==> src/rtl/gate_test_pkg.sv <==
// Shared types and constants for the 74-series gate test sequencer and its golden model.
package gate_test_pkg;

   typedef enum logic [2:0] {
      S_IDLE,
      S_DRIVE,
      S_SETTLE,
      S_CHECK,
      S_DONE
   } state_t;

   localparam logic P04 = 1'b0;
   localparam logic P86 = 1'b1;

   localparam int N04 = 64;
   localparam int N86 = 256;

   localparam logic DUT_04 = 1'b0;
   localparam logic DUT_86 = 1'b1;

endpackage

==> src/rtl/gate_test_golden.sv <==
// Golden response of the 74hc04 / 74hc86 for a given phase and vector index.
module gate_test_golden
   import gate_test_pkg::*;
(
   input  logic       phase,
   input  logic [7:0] vec,
   output logic [5:0] expected
);

   always_comb begin
      expected = '0;
      if (phase == P04) begin
         expected = ~vec[5:0];
      end else begin
         expected = {2'b00, vec[3:0] ^ vec[7:4]};
      end
   end

endmodule

==> src/rtl/gate_test_sequencer.sv <==
// Clocked exhaustive stimulus/check sequencer for the 74hc04 and 74hc86 models:
// counts mismatches and latches the first failure.
module gate_test_sequencer
   import gate_test_pkg::*;
#(
   parameter int SETTLE_CYCLES = 2,
   parameter int ERR_W         = 8,
   parameter int EN_04         = 1,
   parameter int EN_86         = 1
) (
   input  logic             clk,
   input  logic             rst,
   input  logic             start,
   input  logic             abort,
   output logic [5:0]       hc04_a,
   input  logic [5:0]       hc04_y,
   output logic [3:0]       hc86_a,
   output logic [3:0]       hc86_b,
   input  logic [3:0]       hc86_y,
   output logic             busy,
   output logic             done,
   output logic             pass,
   output logic [ERR_W-1:0] err_count,
   output logic             fail_valid,
   output logic             fail_dut,
   output logic [7:0]       fail_vec,
   output logic [5:0]       fail_got
);

   localparam logic [3:0] SETTLE_LOAD = 4'(SETTLE_CYCLES - 1);
   localparam logic [7:0] LAST04      = 8'(N04 - 1);
   localparam logic [7:0] LAST86      = 8'(N86 - 1);

   state_t           state_q, state_d;
   logic             phase_q, phase_d;
   logic [7:0]       vec_q, vec_d;
   logic [3:0]       cnt_q, cnt_d;
   logic [5:0]       hc04_a_q, hc04_a_d;
   logic [3:0]       hc86_a_q, hc86_a_d;
   logic [3:0]       hc86_b_q, hc86_b_d;
   logic [ERR_W-1:0] err_q, err_d;
   logic             fail_valid_q, fail_valid_d;
   logic             fail_dut_q, fail_dut_d;
   logic [7:0]       fail_vec_q, fail_vec_d;
   logic [5:0]       fail_got_q, fail_got_d;

   logic [5:0] expected;
   logic [5:0] got;
   logic       mism;
   logic       last_vec;

   gate_test_golden u_golden (
      .phase    (phase_q),
      .vec      (vec_q),
      .expected (expected)
   );

   assign got      = (phase_q == P04) ? hc04_y : {2'b00, hc86_y};
   assign mism     = (got != expected);
   assign last_vec = (phase_q == P04) ? (vec_q == LAST04) : (vec_q == LAST86);

   always_comb begin
      state_d      = state_q;
      phase_d      = phase_q;
      vec_d        = vec_q;
      cnt_d        = cnt_q;
      hc04_a_d     = hc04_a_q;
      hc86_a_d     = hc86_a_q;
      hc86_b_d     = hc86_b_q;
      err_d        = err_q;
      fail_valid_d = fail_valid_q;
      fail_dut_d   = fail_dut_q;
      fail_vec_d   = fail_vec_q;
      fail_got_d   = fail_got_q;

      // abort beats start and also suppresses a CHECK on the same edge, so the
      // error record reflects only fully completed checks
      if (abort) begin
         state_d  = S_IDLE;
         hc04_a_d = '0;
         hc86_a_d = '0;
         hc86_b_d = '0;
      end else begin
         unique case (state_q)
            S_IDLE, S_DONE: begin
               if (start) begin
                  err_d        = '0;
                  fail_valid_d = 1'b0;
                  fail_dut_d   = 1'b0;
                  fail_vec_d   = '0;
                  fail_got_d   = '0;
                  vec_d        = '0;
                  cnt_d        = '0;
                  if (EN_04 != 0) begin
                     phase_d = P04;
                     state_d = S_DRIVE;
                  end else if (EN_86 != 0) begin
                     phase_d = P86;
                     state_d = S_DRIVE;
                  end else begin
                     state_d = S_DONE;
                  end
               end
            end
            S_DRIVE: begin
               if (phase_q == P04) begin
                  hc04_a_d = vec_q[5:0];
               end else begin
                  hc86_a_d = vec_q[3:0];
                  hc86_b_d = vec_q[7:4];
               end
               cnt_d   = SETTLE_LOAD;
               state_d = S_SETTLE;
            end
            S_SETTLE: begin
               if (cnt_q == 4'd0) state_d = S_CHECK;
               else               cnt_d   = cnt_q - 4'd1;
            end
            S_CHECK: begin
               if (mism) begin
                  if (err_q != {ERR_W{1'b1}}) err_d = err_q + 1'b1;
                  if (!fail_valid_q) begin
                     fail_valid_d = 1'b1;
                     fail_dut_d   = (phase_q == P86) ? DUT_86 : DUT_04;
                     fail_vec_d   = vec_q;
                     fail_got_d   = got;
                  end
               end
               if (!last_vec) begin
                  vec_d   = vec_q + 8'd1;
                  state_d = S_DRIVE;
               end else if (phase_q == P04 && EN_86 != 0) begin
                  phase_d  = P86;
                  vec_d    = '0;
                  hc04_a_d = '0;
                  state_d  = S_DRIVE;
               end else begin
                  hc04_a_d = '0;
                  hc86_a_d = '0;
                  hc86_b_d = '0;
                  state_d  = S_DONE;
               end
            end
            default: state_d = S_IDLE;
         endcase
      end
   end

   always_ff @(posedge clk) begin
      if (rst) begin
         state_q      <= S_IDLE;
         phase_q      <= P04;
         vec_q        <= '0;
         cnt_q        <= '0;
         hc04_a_q     <= '0;
         hc86_a_q     <= '0;
         hc86_b_q     <= '0;
         err_q        <= '0;
         fail_valid_q <= 1'b0;
         fail_dut_q   <= 1'b0;
         fail_vec_q   <= '0;
         fail_got_q   <= '0;
      end else begin
         state_q      <= state_d;
         phase_q      <= phase_d;
         vec_q        <= vec_d;
         cnt_q        <= cnt_d;
         hc04_a_q     <= hc04_a_d;
         hc86_a_q     <= hc86_a_d;
         hc86_b_q     <= hc86_b_d;
         err_q        <= err_d;
         fail_valid_q <= fail_valid_d;
         fail_dut_q   <= fail_dut_d;
         fail_vec_q   <= fail_vec_d;
         fail_got_q   <= fail_got_d;
      end
   end

   assign hc04_a     = hc04_a_q;
   assign hc86_a     = hc86_a_q;
   assign hc86_b     = hc86_b_q;
   assign busy       = (state_q == S_DRIVE) || (state_q == S_SETTLE) || (state_q == S_CHECK);
   assign done       = (state_q == S_DONE);
   assign pass       = done && (err_q == '0);
   assign err_count  = err_q;
   assign fail_valid = fail_valid_q;
   assign fail_dut   = fail_dut_q;
   assign fail_vec   = fail_vec_q;
   assign fail_got   = fail_got_q;

endmodule
==> config.mk <==
export PLATFORM = sky130hd
export DESIGN_NAME = gate_test_sequencer
export DESIGN_NICKNAME = d
export VERILOG_FILES = /design/src/rtl/gate_test_pkg.sv /design/src/rtl/gate_test_golden.sv /design/src/rtl/gate_test_sequencer.sv
export SDC_FILE = /design/constraint.sdc
export NUM_CORES = 1
export LEC_CHECK = 0
export BUFFER_PORTS_ARGS = -buffer_cell sky130_fd_sc_hd__clkbuf_2
export CORE_ASPECT_RATIO = 1.1
export CORE_MARGIN = 3
export CORE_UTILIZATION = 30
export CTS_CLUSTER_DIAMETER = 40
export DETAILED_ROUTE_END_ITERATION = 16
export RECOVER_POWER = 25
export REMOVE_ABC_BUFFERS = 1
export SKIP_CTS_REPAIR_TIMING = 1
export SLEW_MARGIN = 20
export SYNTH_ARGS = -nofsm -noshare
export SYNTH_HDL_FRONTEND = slang
export SYNTH_SLANG_ARGS = --single-unit
==> constraint.sdc <==
create_clock -name clk -period 2.05 [get_ports clk]
set_clock_uncertainty 0.15 [all_clocks]
set_input_delay 0.41 -clock clk [delete_from_list [all_inputs] [get_ports clk]]
set_output_delay 0.41 -clock clk [all_outputs]
set_load 0.01 [all_outputs]
==> qor.yml, run 1 <==
run_status:
  status: "completed"
synth:
  ys_ff_latch: 54
  synth_area_um2: 2818
  synth_compound_area_share_pct: 14.43
  synth.avg_cell_area_um2: 8.386
  synthFlopType: "dfxtp_1"
  synth_adder_area_share_pct: 2.220
  yosysSeqAreaShare_pct: 38.37
  synth_warnings: 0
  yosys.area_share.simple_pct: 28.06
  synthArstFlopShare_pct: 0
  synthMuxAreaShare_pct: 8.703
  synth_edf_count: 0
  synth_cell_types: 52
  synth_xor_area_share_pct: 3.108
  synthCells: 336
  synth_top_family_by_area: "simple AND/OR/NAND/NOR gates"
global_routing:
  use_met3_pct: 2.981
  grt_pass1_vias: 2564
  grt_overflow: 0
  grt_max_degree: 41
  grt_pass1_wl_mm: 12.30
  use_met2_pct: 23.14
  busiest_layer: "met2"
  antenna_found_initial: 0
  use_met1_pct: 18.70
  grt_usage_pct: 14.12
critical_path:
  crit_family: "simple AND/OR/NAND/NOR gates"
  cp.required_ns: 1.49
  crit_arrival_ns: 1.42
  path_cells: "inv_1 > ha_1 > nor4b_4 > and3_1 > clkbuf_2"
  r2r-start: "vec_q[1]$_SDFFE_PP0P_"
  cp_num_buf_inv: 2
  worstPathMaxFanout: 6
  slowest_stage: "dfxtp_2"
  crit_path_max_incr_delay_ns: 0.35
  rrSetupSlack_ns: 0.09
  worstSetupStartpoint: "err_count[0]$_SDFFE_PP0P_"
  worstSetupEndpointType: "output port"
  start_kind: "flip-flop"
  cp_num_cells: 5
  crit_type: "reg2out"
  ff2ff_path_depth: 7
timing:
  drv_slew: 0
  fmax_ghz: 0.5061
  tightestPinTransition_ns: 0.5362
  fin_crit_sh_pct: 96.39
  fin_setup_tns_ns: 0
  finalSetupViolCount: 0
  setup_slack_ns: 0.07405
  max_slew_margin_pct: 63.98
  period_needed_ns: 1.976
  hold_violations: 0
power:
  p_seq_share_pct: 58.9
  ir_worst_vdd_uv: 284.0
  internal_power_uw: 1354
  clkPwrFrac_pct: 32.3
  cellPowerDensity_nw_per_um2: 511.8
  p_leak_uw: 0.001343
  combPwrFrac_pct: 8.8
  switching_share_pct: 24.48
  switching_power_uw: 438.7
die:
  dieHeight_um: 107.6
  start_util_pct: 31.28
  core_um2: 9009
  core.rowCount: 36
  pin_count: 55
  die_w_um: 98.41
  die_area_um2: 10590
place:
  place_ws_ns: 0.009793
  gp_congestion: 0.8246
  hpwl_mm: 5.459
  io_buffers: 54
route:
  drtIter0Drc: 98
  num_vias: 2648
  ant_nets: 0
  drc: 0
  wirelength_mm: 7.415
  drt_first_pass_iters: 7
  wl_per_cell_um: 14.23
  vias_per_cell: 5.083
clocking:
  cts_buffers: 5
  cts_max_path_buffers: 2
  htreeDepth: 2
  cts_sinks: 54
  cts-root-buf: "clkbuf_8"
  path_clk_slew_ns: 0.10
  clk-insertion-delay-late_ns: 0.31
  cts_tree: "built"
final_layout:
  mostFrequentLayoutCells: "44 x dfxtp_1, 39 x nand2_1, 32 x clkbuf_2"
  diodes: 0
  nets: 426
  final_common_cell: "dfxtp_1"
  areaGrowthSynthToFinish_pct: 24.29
  drive_gt1_share_pct: 24.82
run:
  drv_cap: 0
min_path:
  holdPathStages: 3
  hp-class: "in2reg"
  worstHoldStart: "hc04_y[4]"
## synth_stat cells, types with 3 or more instances
cell type,number,area [um^2]
nand3_1,14,70.07
a31oi_1,3,18.77
dfxtp_1,54,1081
xnor2_1,8,70.07
a21oi_1,25,125.1
inv_1,10,37.54
mux2_2,4,45.04
and3_1,6,37.54
o21ai_0,10,50.05
buf_4,4,30.03
clkbuf_1,7,26.28
mux2i_1,20,200.2
nand4b_1,3,26.28
nor2b_1,3,18.77
or3_1,5,31.28
nand4_1,8,50.05
buf_2,4,20.02
nor2_1,24,90.09
ha_1,5,62.56
nor3_1,12,60.06
a211oi_1,4,30.03
nand3b_1,4,30.03
a22o_1,6,52.55
nand2_1,39,146.4
nand2b_1,20,125.1
## layout make-up
| type | instances | area [um^2] |
|---|---|---|
| clock buffers | 6 | 72.57 |
| clock inverters | 1 | 7.507 |
| fillers | 955 | 5507 |
| inverters | 10 | 37.54 |
| multi-input cells | 253 | 1670 |
| flip-flops and latches | 54 | 1099 |
| well taps | 114 | 142.6 |
| repair buffers | 83 | 473.0 |
## flip-flops by register name, indices dropped and copies added, names as in the netlist
signal and flops:
cnt_q 4, err_count 8, fail_dut 1, fail_got 6
fail_valid 1, fail_vec 8, hc04_a 6, hc86_a 4
hc86_b 4, phase_q 1, state_q 3, vec_q 8
## worst paths after layout
path,endpoint
max reg2reg,hc04_a[4]$_SDFFE_PP0P_
min,fail_got[4]$_SDFFE_PP0P_
min reg2reg,hc86_b[3]$_SDFFE_PP0P_
max,pass
## kinds of logic after synthesis
logic type                 after synthesis
AOI/OAI and AO/OA                       64
xor gates and xnor gates                10
adders and majority gates                5
buffers and inverters                   29
DFF                                     54
muxes                                   24
and+or+nand+nor                        150
## per-layer routing
| metal | vias up | routed length [um] |
|---|---|---|
| met5 | - | 0 |
| met4 | 0 | 110 |
| met3 | 10 | 352 |
| met2 | 69 | 3431 |
| met1 | 1249 | 3520 |
| li1 | 1320 | - |
## metrics by stage
stage | area, um^2 | hold WS (ns) | utilization, % | std cells | total power (uW)
6_report | 3502 | 0.2041 | 38.88 | 521 | 1792
3_3_place_gp | 3334 | 0.2950 | 37.01 | 513 | 1227
5_1_grt | 3502 | 0.2170 | 38.88 | 521 | 1871
3_5_place_dp | 3334 | 0.2968 | 37.01 | 513 | 1229
4_1_cts | 3415 | 0.1947 | 37.90 | 520 | 1819
2_1_floorplan | 2711 | 0.2885 | - | 317 | 1166
## power groups by stage
stage               registers, uW  logic [uW]  clock network (uW)
floorplan                    1080        84.4                   0
global placement             1080         144                   0
detailed placement           1080         147                   0
CTS                          1060         147                 614
global route                 1060         172                 641
finish                       1060         157                 579
## tightest hold or removal path, cell delays in order
cell	delay, ns
clkbuf_2	0.10
nand2_1	0.06
mux2i_1	0.05
No activity file was read; power rests on OpenSTA's default activity.
==> inputs of run 2 (changes only) <==
--- a/config.mk
+++ b/config.mk
@@ -5,6 +5,7 @@
 export SDC_FILE = /design/constraint.sdc
 export NUM_CORES = 1
 export LEC_CHECK = 0
+export ABC_AREA = 1
 export BUFFER_PORTS_ARGS = -buffer_cell sky130_fd_sc_hd__clkbuf_2
 export CORE_ASPECT_RATIO = 1.1
 export CORE_MARGIN = 3
@@ -13,8 +14,8 @@
 export DETAILED_ROUTE_END_ITERATION = 16
 export RECOVER_POWER = 25
 export REMOVE_ABC_BUFFERS = 1
-export SKIP_CTS_REPAIR_TIMING = 1
 export SLEW_MARGIN = 20
 export SYNTH_ARGS = -nofsm -noshare
 export SYNTH_HDL_FRONTEND = slang
 export SYNTH_SLANG_ARGS = --single-unit
+export TNS_END_PERCENT = 50
==> run 2 against run 1 <==
Against the previous run:
- wire length rose by 2.8%
- die area rose by 4.4%
- final cell count rose by 22%
- hold slack improved by 0.00064 ns
- critical path type is now reg2reg
- largest power group unchanged
- highest routed layer unchanged
==> qor.yml, run 2 <==
timing:
  drv_slew: 0  # unchanged
  rsz0062_at_grt: "true"
  max_slew_margin_pct: 70.16  # +6.2 points
  fin_crit_sh_pct: 94.89  # -1.5 points
  fmax_ghz: 0.5141  # +1.6%
  tightestPinTransition_ns: 0.4449  # -0.09130 ns
  holdWs_ns: 0.2047  # +0.0006360 ns
  finalSetupViolCount: 0  # unchanged
  fin_setup_tns_ns: 0  # unchanged
  hold_violations: 0  # unchanged
  period_needed_ns: 1.945  # -0.03061 ns
route:
  drt_first_pass_iters: 4  # -3
  ant_nets: 0  # unchanged
  drtIter0Drc: 124  # +27%
  num_vias: 3056  # +15%
  vias_per_cell: 4.797  # -5.6%
  drc: 0  # unchanged
  wl_per_cell_um: 11.97  # -16%
  wirelength_mm: 7.622  # +2.8%
clocking:
  path_clk_slew_ns: 0.09  # about the same
  clk-insertion-delay-late_ns: 0.30  # about the same
  cts_buffers: 5  # unchanged
  cts-root-buf: "clkbuf_8"
  cts_max_path_buffers: 2  # unchanged
  cts_tree: "built"
  cts_sinks: 54  # unchanged
  htreeDepth: 2  # unchanged
final_layout:
  areaGrowthSynthToFinish_pct: 20.87
  postLayoutCoreUtil_pct: 37.57  # -1.3 points
  final_common_cell: "nand2_1"
  diodes: 0  # unchanged
  drive_gt1_share_pct: 16.35  # -8.5 points
  nets: 539  # +27%
  mostFrequentLayoutCells: "118 x nand2_1, 62 x nand3_1, 53 x nor2_1"
  fillCellCount: 1010  # +5.8%
run_status:
  status: "completed"
global_routing:
  antenna_found_initial: 0  # unchanged
  grt_overflow: 0  # unchanged
  grt_usage_pct: 14.24  # +0.13 points
  grt_pass1_wl_mm: 13.03  # +6.0%
  grt_max_degree: 48  # +17%
  grt_pass1_vias: 2883  # +12%
place:
  hpwl_mm: 5.710  # +4.6%
  io_buffers: 54  # unchanged
  gp_congestion: 0.8139  # -1.3%
synth:
  synth_warnings: 0  # unchanged
  yosysTopAreaCell: "dfxtp_1"
  yosysSeqAreaShare_pct: 36.64  # -1.7 points
  yosys-top-cells-area: "dfxtp_1 37%, nand2_1 15%, nand3_1 11%"
  synthFlopType: "dfxtp_1"
  synth_area_um2: 2950  # +4.7%
  synth.avg_cell_area_um2: 6.499  # -23%
  synth_edf_count: 0  # unchanged
  synthCells: 454  # +35%
  synth_cell_types: 32  # -38%
  yosys-top-cells-count: "118 x nand2_1, 62 x nand3_1, 55 x nor2_1"
  synthArstFlopShare_pct: 0  # unchanged
  ys_ff_latch: 54  # unchanged
  yosysMostFrequentCell: "nand2_1"
  yosys.area.top_type_share_pct: 36.64  # -1.7 points
die:
  core.rowCount: 37  # +2.8%
  dieHeight_um: 110.0  # +2.2%
  die_area_um2: 11060  # +4.4%
  die_w_um: 100.6  # +2.2%
  pin_count: 55  # unchanged
  start_util_pct: 31.09  # -0.19 points
  core_um2: 9490  # +5.3%
power:
  cellPowerDensity_nw_per_um2: 549.8  # +7.4%
  p_leak_uw: 0.001488  # +11%
  switching_power_uw: 527.9  # +20%
  clkPwrFrac_pct: 29.0  # -3.3 points
  ir_worst_vdd_uv: 260.0  # -8.4%
  internal_power_uw: 1433  # +5.8%
  combPwrFrac_pct: 14.2  # +5.4 points
  p_seq_share_pct: 56.7  # -2.2 points
  switching_share_pct: 26.92  # +2.4 points
min_path:
  hp-class: "in2reg"
critical_path:
  timing.rr.end: "fail_got[1]$_SDFFE_PP0P_"
  crit_arrival_ns: 2.00  # +0.58 ns
  r2r-start: "state_q[0]$_SDFFE_PP0P_"
  worstPathMaxFanout: 30  # +24
  worstSetupStartpoint: "state_q[0]$_SDFFE_PP0P_"
  crit_end: "fail_got[1]$_SDFFE_PP0P_"
  start_kind: "flip-flop"
  worstSetupEndpointType: "flip-flop"
  ff2ff_path_depth: 11  # +4
  crit_type: "reg2reg"
  rrSetupSlack_ns: 0.10  # about the same
  cp.required_ns: 2.11  # +0.62 ns
run:
  drv_cap: 0  # unchanged
==> run 2: cell count changes after synthesis, sizes merged, moves of 5 or more <==
| cell | previous run | this run |
|---|---|---|
| o21ai | 13 | 18 |
| and3 | 6 | 0 |
| nor2 | 26 | 59 |
| mux2i | 20 | 0 |
| nand2 | 40 | 121 |
| a21oi | 26 | 49 |
| xnor2 | 8 | 1 |
| nand2b | 20 | 0 |
| nand3 | 15 | 63 |
| a22o | 6 | 0 |
| inv | 10 | 41 |
| or3 | 5 | 0 |
| nand4 | 8 | 3 |
==> run 2: cells by family after synthesis <==
| logic type | after synthesis | synth area share (%) |
|---|---|---|
| simple gates | 261 | 38.76 |
| xor+xnor | 2 | 0.5938 |
| flops | 54 | 36.64 |
| buf+inv | 63 | 9.499 |
| fa+ha+maj | 5 | 2.120 |
| compound gates | 69 | 12.38 |
==> run 2: final cells by class <==
cell class,instances,area (um^2),share of cell area [%]
repair buffers,79,467.9,13.12
inverters,43,163.9,4.596
flip-flops and latches,54,1089,30.53
well taps,117,146.4,4.105
clock buffers,7,76.32,2.140
multi-input cells,337,1623,45.51
==> run 2: metal layers <==
metal  global-route usage, %  share of wire, %  wire, um  up-vias
met4                   3.176               1.1        83        0
met2                   23.86                47      3610       55
met3                   3.461               4.9       375        7
met5                       0                 0         0        -
li1                        -                 -         -     1606
met1                   18.60                47      3553     1388
==> run 2: worst min path at each step <==
stage                                   from                       end  slack (ns)  depth (start not counted)
floorplan              cnt_q[1]$_SDFFE_PP0P_     cnt_q[1]$_SDFFE_PP0P_        0.31                          2
global placement    fail_got[4]$_SDFFE_PP0P_  fail_got[4]$_SDFFE_PP0P_        0.32                          2
detailed placement  fail_got[4]$_SDFFE_PP0P_  fail_got[4]$_SDFFE_PP0P_        0.31                          2
CTS                                      rst     cnt_q[1]$_SDFFE_PP0P_        0.20                          2
global route                             rst     cnt_q[1]$_SDFFE_PP0P_        0.21                          2
finish                                   rst     cnt_q[1]$_SDFFE_PP0P_        0.20                          2
==> run 2: worst max-delay path: stages (launching register included) <==
cell,delay [ns]
dfxtp_2,0.37
buf_4,0.13
nand2_2,0.08
nor2_8,0.14
inv_4,0.08
o21ai_4,0.22
inv_2,0.11
a21oi_4,0.16
buf_12,0.19
nand3_1,0.10
nand2_1,0.07
nor2_1,0.04
==> run 2: stage by stage <==
| step | instances | total power [uW] | instance area (um^2) | worst slack (ns) |
|---|---|---|---|---|
| CTS | 635 | 1979 | 3543 | 0.01291 |
| floorplan | 434 | 1305 | 2831 | -0.5271 |
| global placement | 624 | 1400 | 3416 | 0.1454 |
| global route | 637 | 2079 | 3566 | -0.03042 |
| finish | 637 | 1961 | 3566 | 0.1047 |
| detailed placement | 624 | 1406 | 3416 | 0.1055 |
==> run 2: what timing repair did <==
| action | 4_1_cts | 5_1_grt |
|---|---|---|
| pin swaps | 3 | 3 |
| endpoints found under the setup margin | 1 | 23 |
| hold buffers | 0 | 0 |
| resized for setup | 9 | 6 |
| buffers inserted | 4 | 2 |
==> run 2: power groups by stage <==
| stage | Sequential (uW) | Clock [uW] | Combinational [uW] |
|---|---|---|---|
| floorplan | 1150 | 0 | 158 |
| global placement | 1140 | 0 | 262 |
| detailed placement | 1140 | 0 | 268 |
| CTS | 1110 | 591 | 276 |
| global route | 1120 | 640 | 321 |
| finish | 1110 | 569 | 279 |
==> inputs of run 3 (changes only) <==
--- a/config.mk
+++ b/config.mk
@@ -14,6 +14,7 @@
 export DETAILED_ROUTE_END_ITERATION = 16
 export RECOVER_POWER = 25
 export REMOVE_ABC_BUFFERS = 1
+export SETUP_SLACK_MARGIN = 0.4
 export SLEW_MARGIN = 20
 export SYNTH_ARGS = -nofsm -noshare
 export SYNTH_HDL_FRONTEND = slang
==> run 3 against run 2 <==
Against the previous run:
- register-to-register slack got worse by 0.08 ns
- die area did not move
- critical path depth rose by 2
- critical path type unchanged
- critical endpoint is now err_count[5]$_SDFFE_PP0P_
- largest cell class unchanged
- largest power group unchanged
==> qor.yml, run 3 (synthesis results as in run 2) <==
run_status:
  status: "completed"
clocking:
  path_clk_slew_ns: 0.10  # about the same
  cts-root-buf: "clkbuf_8"
  cts_max_path_buffers: 2  # unchanged
  cts_sinks: 54  # unchanged
  clk-insertion-delay-late_ns: 0.31  # about the same
  cts_buffers: 5  # unchanged
  cts_tree: "built"
  htreeDepth: 2  # unchanged
critical_path:
  crit_family: "simple AND/OR/NAND/NOR gates"
  start_kind: "flip-flop"
  cp_common_cell: "buf_6"
  crit_path_max_incr_delay_ns: 0.38  # about the same
  ff2ff_path_depth: 13  # +2
  path_cells: "buf_6 > nand2_4 > nor2_8 > buf_6 > nand2_2 > inv_2 > nand2_2 > nor2_2 > nand3_2 > buf_6 > clkbuf_16 > a21oi_1 > nor2_1"
  crit_arrival_ns: 2.09  # +0.09 ns
  timing.rr.end: "err_count[5]$_SDFFE_PP0P_"
  rrSetupSlack_ns: 0.02  # -0.08 ns
  cp_num_buf_inv: 5  # +1
  worstSetupStartpoint: "state_q[1]$_SDFFE_PP0P_"
  crit_type: "reg2reg"
  worstPathMaxFanout: 6  # -80%
  crit_end: "err_count[5]$_SDFFE_PP0P_"
  worstSetupEndpointType: "flip-flop"
  cp.required_ns: 2.11  # about the same
  slowest_stage: "dfxtp_2"
  cp_num_cells: 13  # +2
  r2r-start: "state_q[1]$_SDFFE_PP0P_"
global_routing:
  antenna_found_initial: 0  # unchanged
  grt_pass1_wl_mm: 14.63  # +12%
  grt_pass1_vias: 3158  # +9.5%
  grt_max_degree: 24  # -50%
  grt_overflow: 0  # unchanged
  grt_usage_pct: 16.14  # +1.9 points
final_layout:
  areaGrowthSynthToFinish_pct: 50.81
  final_common_cell: "nand2_1"
  register_area_um2: 1101  # +1.2%
  nets: 580  # +7.6%
  finalNonFillerCells: 678  # +6.4%
  fillCellCount: 901  # -11%
  mostFrequentLayoutCells: "108 x nand2_1, 48 x nor2_1, 44 x dfxtp_1"
  multiInputGateArea_um2: 1952  # +20%
  diodes: 0  # unchanged
  finalInstanceArea_um2: 4449  # +25%
  drive_gt1_share_pct: 33.16  # +17 points
timing:
  fin_crit_sh_pct: 99.02  # +4.1 points
  max_slew_margin_pct: 69.28  # -0.88 points
  hold_violations: 0  # unchanged
  fmax_ghz: 0.4926  # -4.2%
  drv_slew: 0  # unchanged
  tightestPinTransition_ns: 0.4580  # +0.01305 ns
  rsz0062_at_grt: "true"
  finalSetupViolCount: 0  # unchanged
  period_needed_ns: 2.030  # +0.08458 ns
  holdWs_ns: 0.2057  # +0.0009670 ns
place:
  dp_cells: 624  # unchanged
  gp_congestion: 0.8139  # unchanged
  placed_area_um2: 3416  # unchanged
  io_buffers: 54  # unchanged
  hpwl_mm: 5.710  # unchanged
power:
  p_leak_uw: 0.001883  # +27%
  ir_worst_vdd_uv: 266.1  # +2.3%
  cellPowerDensity_nw_per_um2: 467.3  # -15%
die:
  pin_count: 55  # unchanged
  start_util_pct: 31.09  # unchanged
  dieHeight_um: 110.0  # unchanged
  core.rowCount: 37  # unchanged
  die_w_um: 100.6  # unchanged
  core_um2: 9490  # unchanged
  die_area_um2: 11060  # unchanged
route:
  vias_per_cell: 5.027  # +4.8%
  wirelength_mm: 9.735  # +28%
  drt_first_pass_iters: 6  # +2
  ant_nets: 0  # unchanged
  drtIter0Drc: 188  # +52%
  drc: 0  # unchanged
  wl_per_cell_um: 14.36  # +20%
  num_vias: 3408  # +12%
run:
  drv_cap: 0  # unchanged
min_path:
  hp-class: "in2reg"
## run 3: cell count changes in the layout (fill, tap and decap cells not counted), sizes merged
cell    before  now
nand2      121  123
clkbuf      60   63
bufbuf       0    1
buf         26   61
## run 3: report_power, final
| part | switching (uW) | internal [uW] |
|---|---|---|
| registers | 32.2 | 1080 |
| clock network | 340 | 237 |
| logic | 206 | 182 |
| total | 578 | 1500 |
## run 3: cell type report
cell class | count | share of cell area, %
well taps | 117 | 3.290
clock buffers | 7 | 1.715
inverters | 43 | 3.796
multi-input cells | 339 | 43.87
repair buffers | 118 | 22.58
flip-flops and latches | 54 | 24.75
## run 3: worst min-delay path by stage
| stage | from | endpoint | slack [ns] | depth (start not counted) |
|---|---|---|---|---|
| floorplan | cnt_q[1]$_SDFFE_PP0P_ | cnt_q[1]$_SDFFE_PP0P_ | 0.31 | 2 |
| CTS | rst | cnt_q[1]$_SDFFE_PP0P_ | 0.20 | 2 |
| global route | rst | cnt_q[1]$_SDFFE_PP0P_ | 0.21 | 2 |
| global placement | fail_got[4]$_SDFFE_PP0P_ | fail_got[4]$_SDFFE_PP0P_ | 0.32 | 2 |
| finish | rst | cnt_q[1]$_SDFFE_PP0P_ | 0.21 | 2 |
| detailed placement | fail_got[4]$_SDFFE_PP0P_ | fail_got[4]$_SDFFE_PP0P_ | 0.31 | 2 |
## run 3: per-layer routing
metal / vias up / global-route usage (%) / wire [um] / share of wire, %
li1: 1698 / - / - / -
met3: 24 / 3.776 / 507 / 5.2
met1: 1588 / 19.71 / 4013 / 41
met4: 0 / 3.850 / 227 / 2.3
met5: - / 0 / 0 / 0
met2: 98 / 28.69 / 4986 / 51
## run 3: per-stage QoR
step / utilization [%] / setup WS [ns] / total power, uW / setup TNS (ns)
2_1_floorplan: - / -0.5271 / 1305 / -12.50
3_3_place_gp: 35.99 / 0.1454 / 1400 / 0
3_5_place_dp: 35.99 / 0.1055 / 1406 / 0
4_1_cts: 42.41 / 0.02106 / 2048 / 0
5_1_grt: 46.88 / -0.09091 / 2180 / -0.4918
6_report: 46.88 / 0.02008 / 2079 / 0
## run 3: what timing repair did
item | in CTS | in global routing
endpoints found under the setup margin | 53 | 56
cloned | 5 | 7
hold buffers | 0 | 0
resized for setup | 58 | 69
setup buffers | 28 | 7
pin swaps | 12 | 33
